### config.mk
export PLATFORM = sky130hd
export DESIGN_NAME = alu_shifter_iter
export DESIGN_NICKNAME = d
export VERILOG_FILES = /design/src/rtl/shifter_pkg.sv /design/src/rtl/alu_shift_step.sv /design/src/rtl/alu_shifter_iter.sv
export SDC_FILE = /design/constraint.sdc
export NUM_CORES = 1
export LEC_CHECK = 0
export CAP_MARGIN = 40
export CORE_ASPECT_RATIO = 2
export CORE_UTILIZATION = 58
export CTS_CLUSTER_SIZE = 40
export DETAILED_ROUTE_END_ITERATION = 10
export DONT_BUFFER_PORTS = 1
export PLACE_DENSITY = 0.77
export SYNTH_ARGS = -nofsm -noshare
export SYNTH_HDL_FRONTEND = slang
export SYNTH_HIERARCHICAL = 1
export SYNTH_SLANG_ARGS = --single-unit
### constraint.sdc
create_clock -name clk -period 2.4 [get_ports clk]
set_input_delay 0.48 -clock clk [delete_from_list [all_inputs] [get_ports clk]]
set_output_delay 0.48 -clock clk [all_outputs]
set_load 0.01 [all_outputs]
### src/rtl/shifter_pkg.sv
// Shared definitions for the iterative shifter slice.
// Provides the operation encodings carried on in_type, the controller state
// enum, the shift-amount width helper and a legality check for op codes.
package shifter_pkg;

    typedef enum logic [2:0] {
        SH_SLL = 3'b000,
        SH_SRL = 3'b001,
        SH_SRA = 3'b010,
        SH_ROL = 3'b011,
        SH_ROR = 3'b100
    } sh_type_e;

    typedef enum logic [1:0] {
        IDLE,
        BUSY,
        DONE
    } state_e;

    // Number of shift-amount bits that matter for an xlen-bit operand
    function automatic int shw(input int xlen);
        return $clog2(xlen);
    endfunction

    // Rotates are only legal when the rotate datapath is enabled
    function automatic logic type_legal(input logic [2:0] t, input logic rot_en);
        logic ok;
        ok = 1'b0;
        case (t)
            SH_SLL, SH_SRL, SH_SRA: ok = 1'b1;
            SH_ROL, SH_ROR:         ok = rot_en;
            default:                ok = 1'b0;
        endcase
        return ok;
    endfunction

endpackage

### src/rtl/alu_shift_step.sv
// One combinational shift step of the iterative shifter.
// Ports:
//   data     - operand being shifted
//   amt      - shift distance for this step, 0..STEP
//   sh_type  - operation code (SLL/SRL/SRA/ROL/ROR), unknown codes give 0
//   result   - shifted operand
module alu_shift_step
    import shifter_pkg::*;
#(
    parameter int XLEN = 32,
    parameter int STEP = 1
) (
    input  logic [XLEN-1:0]            data,
    input  logic [$clog2(STEP+1)-1:0]  amt,
    input  logic [2:0]                 sh_type,
    output logic [XLEN-1:0]            result
);

    logic [2*XLEN-1:0] dbl;

    // Rotates shift a doubled copy of the operand so wrapped bits appear
    // in the kept half without needing an XLEN-amt subtraction
    always_comb begin
        dbl    = {data, data};
        result = '0;
        case (sh_type)
            SH_SLL:  result = data << amt;
            SH_SRL:  result = data >> amt;
            SH_SRA:  result = $signed(data) >>> amt;
            SH_ROL: begin
                dbl    = dbl << amt;
                result = dbl[2*XLEN-1:XLEN];
            end
            SH_ROR: begin
                dbl    = dbl >> amt;
                result = dbl[XLEN-1:0];
            end
            default: result = '0;
        endcase
    end

endmodule

### src/rtl/alu_shifter_iter.sv
// Multi-cycle shifter/rotator with valid/ready handshakes and flush.
// Shifts by up to STEP bit positions per cycle until the latched amount is
// used up, then holds the result until the consumer takes it.
// Ports:
//   clk, rst              - clock, asynchronous active-high reset
//   flush                 - synchronous abort of any in-flight operation
//   in_valid/in_ready     - request handshake; in_data, in_shamt, in_type
//   out_valid/out_ready   - result handshake; out_data
//   busy                  - controller is not idle
module alu_shifter_iter
    import shifter_pkg::*;
#(
    parameter int XLEN       = 32,
    parameter int STEP       = 1,
    parameter int ENABLE_ROT = 1
) (
    input  logic            clk,
    input  logic            rst,
    input  logic            flush,
    input  logic            in_valid,
    output logic            in_ready,
    input  logic [XLEN-1:0] in_data,
    input  logic [XLEN-1:0] in_shamt,
    input  logic [2:0]      in_type,
    output logic            out_valid,
    input  logic            out_ready,
    output logic [XLEN-1:0] out_data,
    output logic            busy
);

    localparam int SHW = shw(XLEN);
    localparam int AW  = $clog2(STEP + 1);

    state_e          state;
    logic [XLEN-1:0] data_q;
    logic [SHW-1:0]  remaining;
    logic [2:0]      type_q;
    logic [AW-1:0]   step_amt;
    logic [XLEN-1:0] step_out;
    logic            shamt_unused;

    // Only the low SHW bits of the amount are meaningful
    assign shamt_unused = ^in_shamt[XLEN-1:SHW];

    assign in_ready = !rst && (state == IDLE) && !flush;
    assign busy     = (state != IDLE);

    // Distance for this cycle: min(STEP, remaining)
    always_comb begin
        step_amt = '0;
        if (int'(remaining) >= STEP) step_amt = AW'(STEP);
        else                         step_amt = AW'(remaining);
    end

    alu_shift_step #(
        .XLEN(XLEN),
        .STEP(STEP)
    ) u_step (
        .data    (data_q),
        .amt     (step_amt),
        .sh_type (type_q),
        .result  (step_out)
    );

    // Controller and datapath registers. Illegal ops are latched with zero
    // data and zero amount so they complete with the shamt=0 latency and
    // a zero result through the normal path.
    always_ff @(posedge clk or posedge rst) begin
        if (rst) begin
            state     <= IDLE;
            data_q    <= '0;
            remaining <= '0;
            type_q    <= SH_SLL;
            out_valid <= 1'b0;
            out_data  <= '0;
        end else if (flush) begin
            state     <= IDLE;
            remaining <= '0;
            out_valid <= 1'b0;
        end else begin
            case (state)
                IDLE: begin
                    if (in_valid) begin
                        type_q <= in_type;
                        if (type_legal(in_type, ENABLE_ROT != 0)) begin
                            data_q    <= in_data;
                            remaining <= in_shamt[SHW-1:0];
                        end else begin
                            data_q    <= '0;
                            remaining <= '0;
                        end
                        state <= BUSY;
                    end
                end
                BUSY: begin
                    if (remaining == '0) begin
                        state     <= DONE;
                        out_valid <= 1'b1;
                        out_data  <= data_q;
                    end else begin
                        data_q    <= step_out;
                        remaining <= remaining - SHW'(step_amt);
                    end
                end
                DONE: begin
                    if (out_ready) begin
                        state     <= IDLE;
                        out_valid <= 1'b0;
                    end
                end
                default: state <= IDLE;
            endcase
        end
    end

endmodule
==> results_dict.tcl, run 1 <==
set metrics [dict create \
    status "complete, no violations" \
    die_w_um 67.3 \
    ys.flop_type "dfrtp_1" \
    drt_iter0_drc 525 \
    setup-tns-final_ns 0 \
    gp_routability_congestion 0.799 \
    yosys_warnings 6 \
    vias 4309 \
    cts_resized 0 \
    yosysSeqAreaShare_pct 38.0 \
    avgRoutedWirePerCell_um 22.0 \
    relSlewSlack_pct 58.7 \
    dp_hpwl_mm 8.45 \
    synth_compound_area_share_pct 31.5 \
    clock-sinks 75 \
    syn_nets 593 \
    cts_tree "built" \
    fin_crit_sh_pct 88.1 \
    syn_area_um2 4940 \
    end_kind "flop" \
    worstSetupPathType "reg2reg" \
    async_reset_ff_share_pct 100 \
    synth_edf_count 0 \
    arrival_ns 2.37 \
    post_cts_buffers 0 \
    setup_violations 0 \
    drv_cap 0 \
    pre_cts_ws_ns 0.365 \
    vias_per_cell 7.21 \
    track_usage_pct 30.8 \
    cp-start-kind "flop" \
    ant_nets 0 \
    hold_slack_ns 0.0903 \
    syn_to_final_growth_pct 6.28 \
    finalWorstSetupSlack_ns 0.287 \
    rsz0062_at_grt "false" \
    start_util_pct 59.6 \
    syn_inst 520 \
    diodes 0 \
    powerDensity_nw_per_um2 1640 \
    antenna_found_initial 0 \
    io_pins 107 \
    hold_violations 0 \
    clkTransAtPathRegs_ns 0.06 \
    hold_buffers 0 \
    core_um2 8290 \
    die_h_um 133 \
    grt_pass1_vias 4154 \
    p_leak_nw 2.10 \
    tightest_slew_ns 0.619 \
    fin_worst_skew_ns 0.00846 \
    first_pass_iters 7 \
    cts_buffers 9 \
    die_area_um2 8910 \
    final_cell_area_um2 5250 \
    final_util_pct 63.3 \
    dpl.cell_count 582 \
    fp-row-count 47 \
    place_area_um2 4920 \
    synth-xor-area-share_pct 0.355 \
    cp.required_ns 2.66 \
    r2r_cells 6 \
    syn_avg_cell_area_um2 9.50 \
    grt_pass1_wl_mm 20.9 \
    crit_fanout 27 \
    htreeDepth 3 \
    grt_max_degree 47 \
    clock_latency_ns 0.34 \
    drcViolationCount 0 \
    io_buffers 0 \
    stdcell_count 598 \
    clock.fmax_mhz 473 \
    hp-class "in2async" \
    max-vdd-ir-drop_uv 1560 \
    yosys.area_share.simple_pct 11.1 \
    ys_types 48 \
    fin_crit_ns 2.11 \
    clock-root-buffer "clkbuf_16" \
    muxShareOfSynthArea_pct 10.9 \
    synth_top_family_by_area "compound AO/OA/AOI/OAI gates" \
    num-nets-final 568 \
    synth-seq-cells 75 \
    power.total_mw 8.58 \
    clockBufferDepth 2 \
    routed_wl_mm 13.2 \
    overflow 0 \
    synth-adder-area-share_pct 0.253 \
    drv_slew 0 \
    drive_gt1_share_pct 17.8 \
]
==> worst max-delay path: stages (launching register included) <==
cell	delay [ns]
dfrtp_2	0.60
nor2b_2	0.31
buf_4	0.35
o221ai_1	0.17
a31oi_1	0.29
a22oi_1	0.14
o21ai_0	0.17
==> cell usage in the layout (no fill, tap or decap), types with 3 or more instances in the layout <==
| cell type | n |
|---|---|
| o221ai_1 | 29 |
| nor2_1 | 6 |
| mux2_2 | 6 |
| nand2_1 | 33 |
| o21ai_0 | 70 |
| nor3b_1 | 31 |
| o21a_1 | 31 |
| inv_1 | 8 |
| nor3_1 | 3 |
| dfrtp_1 | 73 |
| clkbuf_16 | 9 |
| nor2b_2 | 3 |
| o21ai_1 | 29 |
| buf_4 | 20 |
| a21oi_1 | 9 |
| a22oi_1 | 33 |
| a31oi_1 | 30 |
| mux2_4 | 30 |
==> sequential cells by signal, summed over array words and instances, names as in the netlist <==
register	count
type_q	3
out_valid	1
data_q	32
remaining	5
state	2
out_data	32
==> cell usage after synthesis (3+ instances only) <==
cell,count,area share [%]
dfrtp_1,75,38
inv_1,9,0.68
buf_2,23,2.3
o221ai_1,29,5.1
nor2_1,7,0.53
a21oi_1,9,0.91
o21ai_0,70,7.1
buf_6,3,0.68
buf_12,3,1.2
nor3b_1,31,4.7
a31oi_1,30,3.8
buf_4,3,0.46
mux2_2,6,1.4
o21a_1,31,4.7
clkbuf_1,24,1.8
nor3_1,3,0.30
o21ai_1,29,2.9
nand2_1,33,2.5
a22oi_1,33,5.0
nor2b_1,3,0.38
mux2_4,30,9.1
==> layout make-up <==
class,instances,area (um^2)
clock inverter,4,72.6
inverter,9,33.8
fill,656,3040
clock buffer,12,256
tap,98,123
timing repair buffer,23,205
sequential,75,1880
multi-input combinational,377,2680
==> metal layers <==
metal  share of wire [%]  routed length, um  track usage, %
met1                  37               4930            36.8
met2                  52               6790            49.3
met3                 6.5                853            6.47
met4                 4.6                603            18.1
met5                   0                  0               0
==> report_power, final <==
part           internal [mW]  switching (mW)
clock                  0.965           0.521
combinational           1.87            2.34
sequential              1.86            1.03
==> worst paths after layout <==
kind                                    from           end  slack, ns
max in group asynchronous                rst  out_data[29]       1.54
worst min-delay path                     rst      state[1]       0.09
worst max-delay path               type_q[0]    data_q[18]       0.29
worst max register to register     type_q[0]    data_q[18]       0.29
worst min register to register  out_data[12]  out_data[12]       0.58
min in group clk                       flush     out_valid       0.21
==> cell families after synthesis <==
family                   count (synthesis)
AND/OR/NAND/NOR                         94
XOR/XNOR                                 2
buffers and inverters                   68
flip-flops                              75
multiplexers                            38
adder cells (fa/ha/maj)                  1
AO/OA/AOI/OAI                          242
(Power assumes the default switching activity.)
==> run 2: changes to the inputs <==
Settings changed: CAP_MARGIN 40 to 20.
==> results_dict.tcl, run 2 (synthesis gave the netlist of run 1 again) <==
set metrics [dict create \
    fillCellCount 659 \
    relSlewSlack_pct 57.5 \
    status "complete, no violations" \
    p_seq_share_pct 34.0 \
    setup-tns-final_ns 0 \
    drv_cap 0 \
    clkPwrFrac_pct 17.3 \
    avgRoutedWirePerCell_um 22.0 \
    fin_worst_skew_ns 0.00739 \
    clock.fmax_mhz 475 \
    grt_pass1_vias 4228 \
    arrival_ns 2.36 \
    cp-start-kind "flop" \
    antenna_found_initial 0 \
    die_w_um 67.3 \
    hold_violations 0 \
    worstSetupPathType "reg2reg" \
    tightest_slew_ns 0.637 \
    pre_cts_ws_ns 0.138 \
    grt_pass1_wl_mm 21.2 \
    rsz0062_at_grt "false" \
    cts_buffers 9 \
    finalWorstSetupSlack_ns 0.293 \
    vias_per_cell 7.17 \
    p_sw_mw 3.87 \
    power.total_mw 8.53 \
    io_pins 107 \
    syn_to_final_growth_pct 6.08 \
    ant_nets 0 \
    stdcell_count 597 \
    clock-root-buffer "clkbuf_16" \
    final_cell_mix "dfrtp_1, o21ai_0, a22oi_1, nand2_1" \
    grtUsageMet3_pct 7.41 \
    fin_crit_ns 2.11 \
    clock_latency_ns 0.34 \
    switching_share_pct 45.3 \
    setup_violations 0 \
    diodes 0 \
    drt_iter0_drc 641 \
    cts_tree "built" \
    grt_use_met1_pct 38.1 \
    powerDensity_nw_per_um2 1630 \
    cp_cell_sequence "nor2b_2 > buf_4 > o221ai_1 > a31oi_1 > a22oi_1 > o21ai_0" \
    drcViolationCount 0 \
    dpl.cell_count 581 \
    die_area_um2 8910 \
    drive_gt1_share_pct 17.6 \
    crit_fanout 27 \
    post_cts_buffers 0 \
    htreeDepth 3 \
    end_kind "flop" \
    first_pass_iters 5 \
    track_usage_pct 31.1 \
    grt_max_degree 47 \
    p_leak_nw 2.10 \
    slowest_stage "dfrtp_2" \
    num-nets-final 567 \
    clkTransAtPathRegs_ns 0.06 \
    clock-sinks 75 \
    vias 4279 \
    gp_routability_congestion 0.799 \
    regArea_um2 1880 \
    cp.required_ns 2.66 \
    top_usage_layer "met2" \
    final_common_cell "dfrtp_1" \
    p_comb_share_pct 48.7 \
    fin_crit_sh_pct 87.8 \
    core_um2 8290 \
    start_util_pct 59.6 \
    hp-class "in2async" \
    fp-row-count 47 \
    clockBufferDepth 2 \
    die_h_um 133 \
    overflow 0 \
    multi_input_comb_area_um2 2690 \
    slowest_delay_ns 0.60 \
    intPower_mw 4.67 \
    grtUsageMet2_pct 48.6 \
    max-vdd-ir-drop_uv 1510 \
    dp_hpwl_mm 8.43 \
    cts_resized 0 \
    io_buffers 0 \
    hold_buffers 0 \
    reg_top3 "data_q x32, out_data x32, remaining x5" \
    routed_wl_mm 13.1 \
    drv_slew 0 \
]
-- run 2: changes by cell type in the layout (fill, tap and decap cells not counted) --
cell and delta:
buf_8 -1, nor2b_2 -1, nor2b_4 +1
-- run 2: area by class of cell --
class	count	share of cell area [%]
Multi-Input combinational cell	377	51.2
Sequential cell	75	35.9
Clock buffer	12	4.89
Timing Repair Buffer	22	3.63
Tap cell	98	2.34
Clock inverter	4	1.38
Inverter	9	0.645
-- run 2: power by group through the flow --
stage / clock network, mW / logic (mW) / registers, mW
after floorplan: 0 / 3.56 / 2.50
after global placement: 0 / 3.89 / 2.86
after detailed placement: 0 / 4.04 / 2.90
after CTS: 1.50 / 4.07 / 2.88
after global routing: 1.55 / 4.50 / 2.99
final: 1.48 / 4.16 / 2.90
-- run 2: layer usage --
metal | up-vias | share of wire, %
met5 | - | 0
met4 | 0 | 4.5
met3 | 44 | 6.4
met2 | 219 | 51
met1 | 2096 | 38
li1 | 1920 | -
-- run 2: path summary, 6_finish.rpt --
path                              start            to  slack (ns)  depth (start not counted)
setup / recovery              type_q[0]    data_q[18]        0.29                          6
hold / removal                      rst  remaining[3]        0.09                          1
setup reg to reg              type_q[0]    data_q[18]        0.29                          6
hold reg to reg            remaining[1]  remaining[1]        0.57                          2
max in group asynchronous           rst    data_q[31]        1.55                          3
min in group clk                  flush     out_valid        0.21                          1
-- run 2: worst max-delay path, delay by kind of cell, from the launching register on --
family,cells,cell delay (ns)
compound gates,4,0.75
flops,1,0.60
buf+inv,1,0.35
simple gates,1,0.31
-- run 2: metrics by stage --
step	hold slack [ns]	util (%)	cell area [um^2]
2_1_floorplan	0.475	-	4940
3_3_place_gp	0.455	59.2	4910
3_5_place_dp	0.467	59.2	4910
4_1_cts	0.102	63.1	5240
5_1_grt	0.140	63.2	5240
6_report	0.0931	63.2	5240
==> run 3: changes to the inputs <==
Settings changed: CORE_ASPECT_RATIO 2 to 1.1, GPL_ROUTABILITY_DRIVEN set to 0, SKIP_LAST_GASP set to 1.
==> results_dict.tcl, run 3 (synthesis gave the netlist of run 1 again) <==
set metrics [dict create \
    syn_to_final_growth_pct 3.62 \
    fin_crit_ns 2.12 \
    arrival_ns 2.39 \
    setup-tns-final_ns 0 \
    rsz0062_at_grt "false" \
    multi_input_comb_area_um2 2690 \
    final_util_pct 63.3 \
    die_w_um 90.0 \
    clock-sinks 75 \
    drcViolationCount 0 \
    antenna_found_initial 0 \
    clock.fmax_mhz 472 \
    cts_buffers 9 \
    fin_worst_skew_ns 0.00835 \
    avgRoutedWirePerCell_um 20.8 \
    switching_share_pct 46.9 \
    num-nets-final 566 \
    p_sw_mw 3.76 \
    die_h_um 98.8 \
    worstSetupPathType "reg2reg" \
    clock_latency_ns 0.36 \
    dp_hpwl_mm 7.98 \
    hold_buffers 0 \
    grt_pass1_vias 4048 \
    hold_violations 0 \
    clkPwrFrac_pct 13.5 \
    fin_crit_sh_pct 88.2 \
    vias_per_cell 7.09 \
    io_pins 107 \
    vias 4288 \
    grt_max_degree 47 \
    p_comb_share_pct 50.8 \
    final_common_cell "dfrtp_1" \
    cts_tree "built" \
    reg_top3 "data_q x32, out_data x32, remaining x5" \
    drv_cap 0 \
    clock-root-buffer "clkbuf_8" \
    fp-row-count 34 \
    crit_fanout 29 \
    post_cts_buffers 0 \
    tightest_slew_ns 0.681 \
    power.total_mw 8.02 \
    drv_slew 0 \
    grt_pass1_wl_mm 20.6 \
    cts_resized 0 \
    hp-class "in2async" \
    start_util_pct 61.1 \
    slowest_delay_ns 0.60 \
    htreeDepth 3 \
    die_area_um2 8890 \
    diodes 0 \
    max-vdd-ir-drop_uv 1030 \
    p_seq_share_pct 35.7 \
    track_usage_pct 28.7 \
    slowest_stage "nor2b_4" \
    setup_violations 0 \
    cp-start-kind "flop" \
    drt_iter0_drc 463 \
    status "complete, no violations" \
    cp.required_ns 2.67 \
    overflow 0 \
    relSlewSlack_pct 54.6 \
    powerDensity_nw_per_um2 1570 \
    core_um2 8080 \
    clkTransAtPathRegs_ns 0.08 \
    intPower_mw 4.26 \
    clockBufferDepth 2 \
    p_leak_nw 2.04 \
    fillCellCount 687 \
    routed_wl_mm 12.6 \
    io_buffers 0 \
    ant_nets 0 \
    regArea_um2 1880 \
    drive_gt1_share_pct 17.3 \
    first_pass_iters 5 \
    hold_slack_ns 0.0915 \
    end_kind "flop" \
    cp_cell_sequence "nor2_1 > nand2_2 > nor2b_4 > o21ai_1 > a31oi_1 > a22oi_1 > o21ai_0" \
    final_cell_mix "dfrtp_1, o21ai_0, a22oi_1, nand2_1" \
]
==> run 3: worst max-delay path, delay by kind of cell, from the launching register on <==
kind	cells	cell delay, ns
AO/OA/AOI/OAI	4	0.71
flip-flops	1	0.43
AND/OR/NAND/NOR	3	0.89
==> run 3: final timing paths <==
check / startpoint / end / slack (ns) / depth (start not counted)
worst max-delay path: remaining[4] / data_q[26] / 0.28 / 7
worst min-delay path: rst / data_q[20] / 0.09 / 1
worst max register to register: remaining[4] / data_q[26] / 0.28 / 7
worst min register to register: out_data[15] / out_data[15] / 0.58 / 1
max in group asynchronous: rst / data_q[6] / 1.59 / 2
min in group clk: flush / out_valid / 0.19 / 1
==> run 3: per-stage QoR <==
step                      worst slack [ns]  cell area, um^2  instances
final                                0.282             5120        605
after global routing                 0.150             5120        605
after CTS                           0.0727             5110        605
after detailed placement            0.0995             4900        590
after global placement               0.174             4900        590
after floorplan                     0.0100             4940        520
==> run 3: final cells by class <==
| class | count | share of cell area [%] |
|---|---|---|
| inverters | 9 | 0.660 |
| multi-input cells | 377 | 52.5 |
| well taps | 108 | 2.64 |
| clock buffers | 11 | 2.76 |
| clock inverters | 4 | 1.44 |
| flip-flops and latches | 75 | 36.7 |
| repair buffers | 21 | 3.32 |
==> run 3: per-layer routing <==
| layer | part of all wire (%) | global-route usage [%] |
|---|---|---|
| met5 | 0 | 0 |
| met4 | 1.7 | 10.9 |
| met1 | 42 | 37.7 |
| met2 | 48 | 46.6 |
| met3 | 8.2 | 6.40 |
==> run 3: power groups by stage <==
| stage | Sequential (mW) | Clock, mW | Combinational [mW] |
|---|---|---|---|
| floorplan | 2.50 | 0 | 3.56 |
| global placement | 2.82 | 0 | 3.79 |
| detailed placement | 2.87 | 0 | 3.95 |
| CTS | 2.85 | 1.11 | 3.96 |
| global route | 2.98 | 1.15 | 4.41 |
| finish | 2.87 | 1.08 | 4.07 |
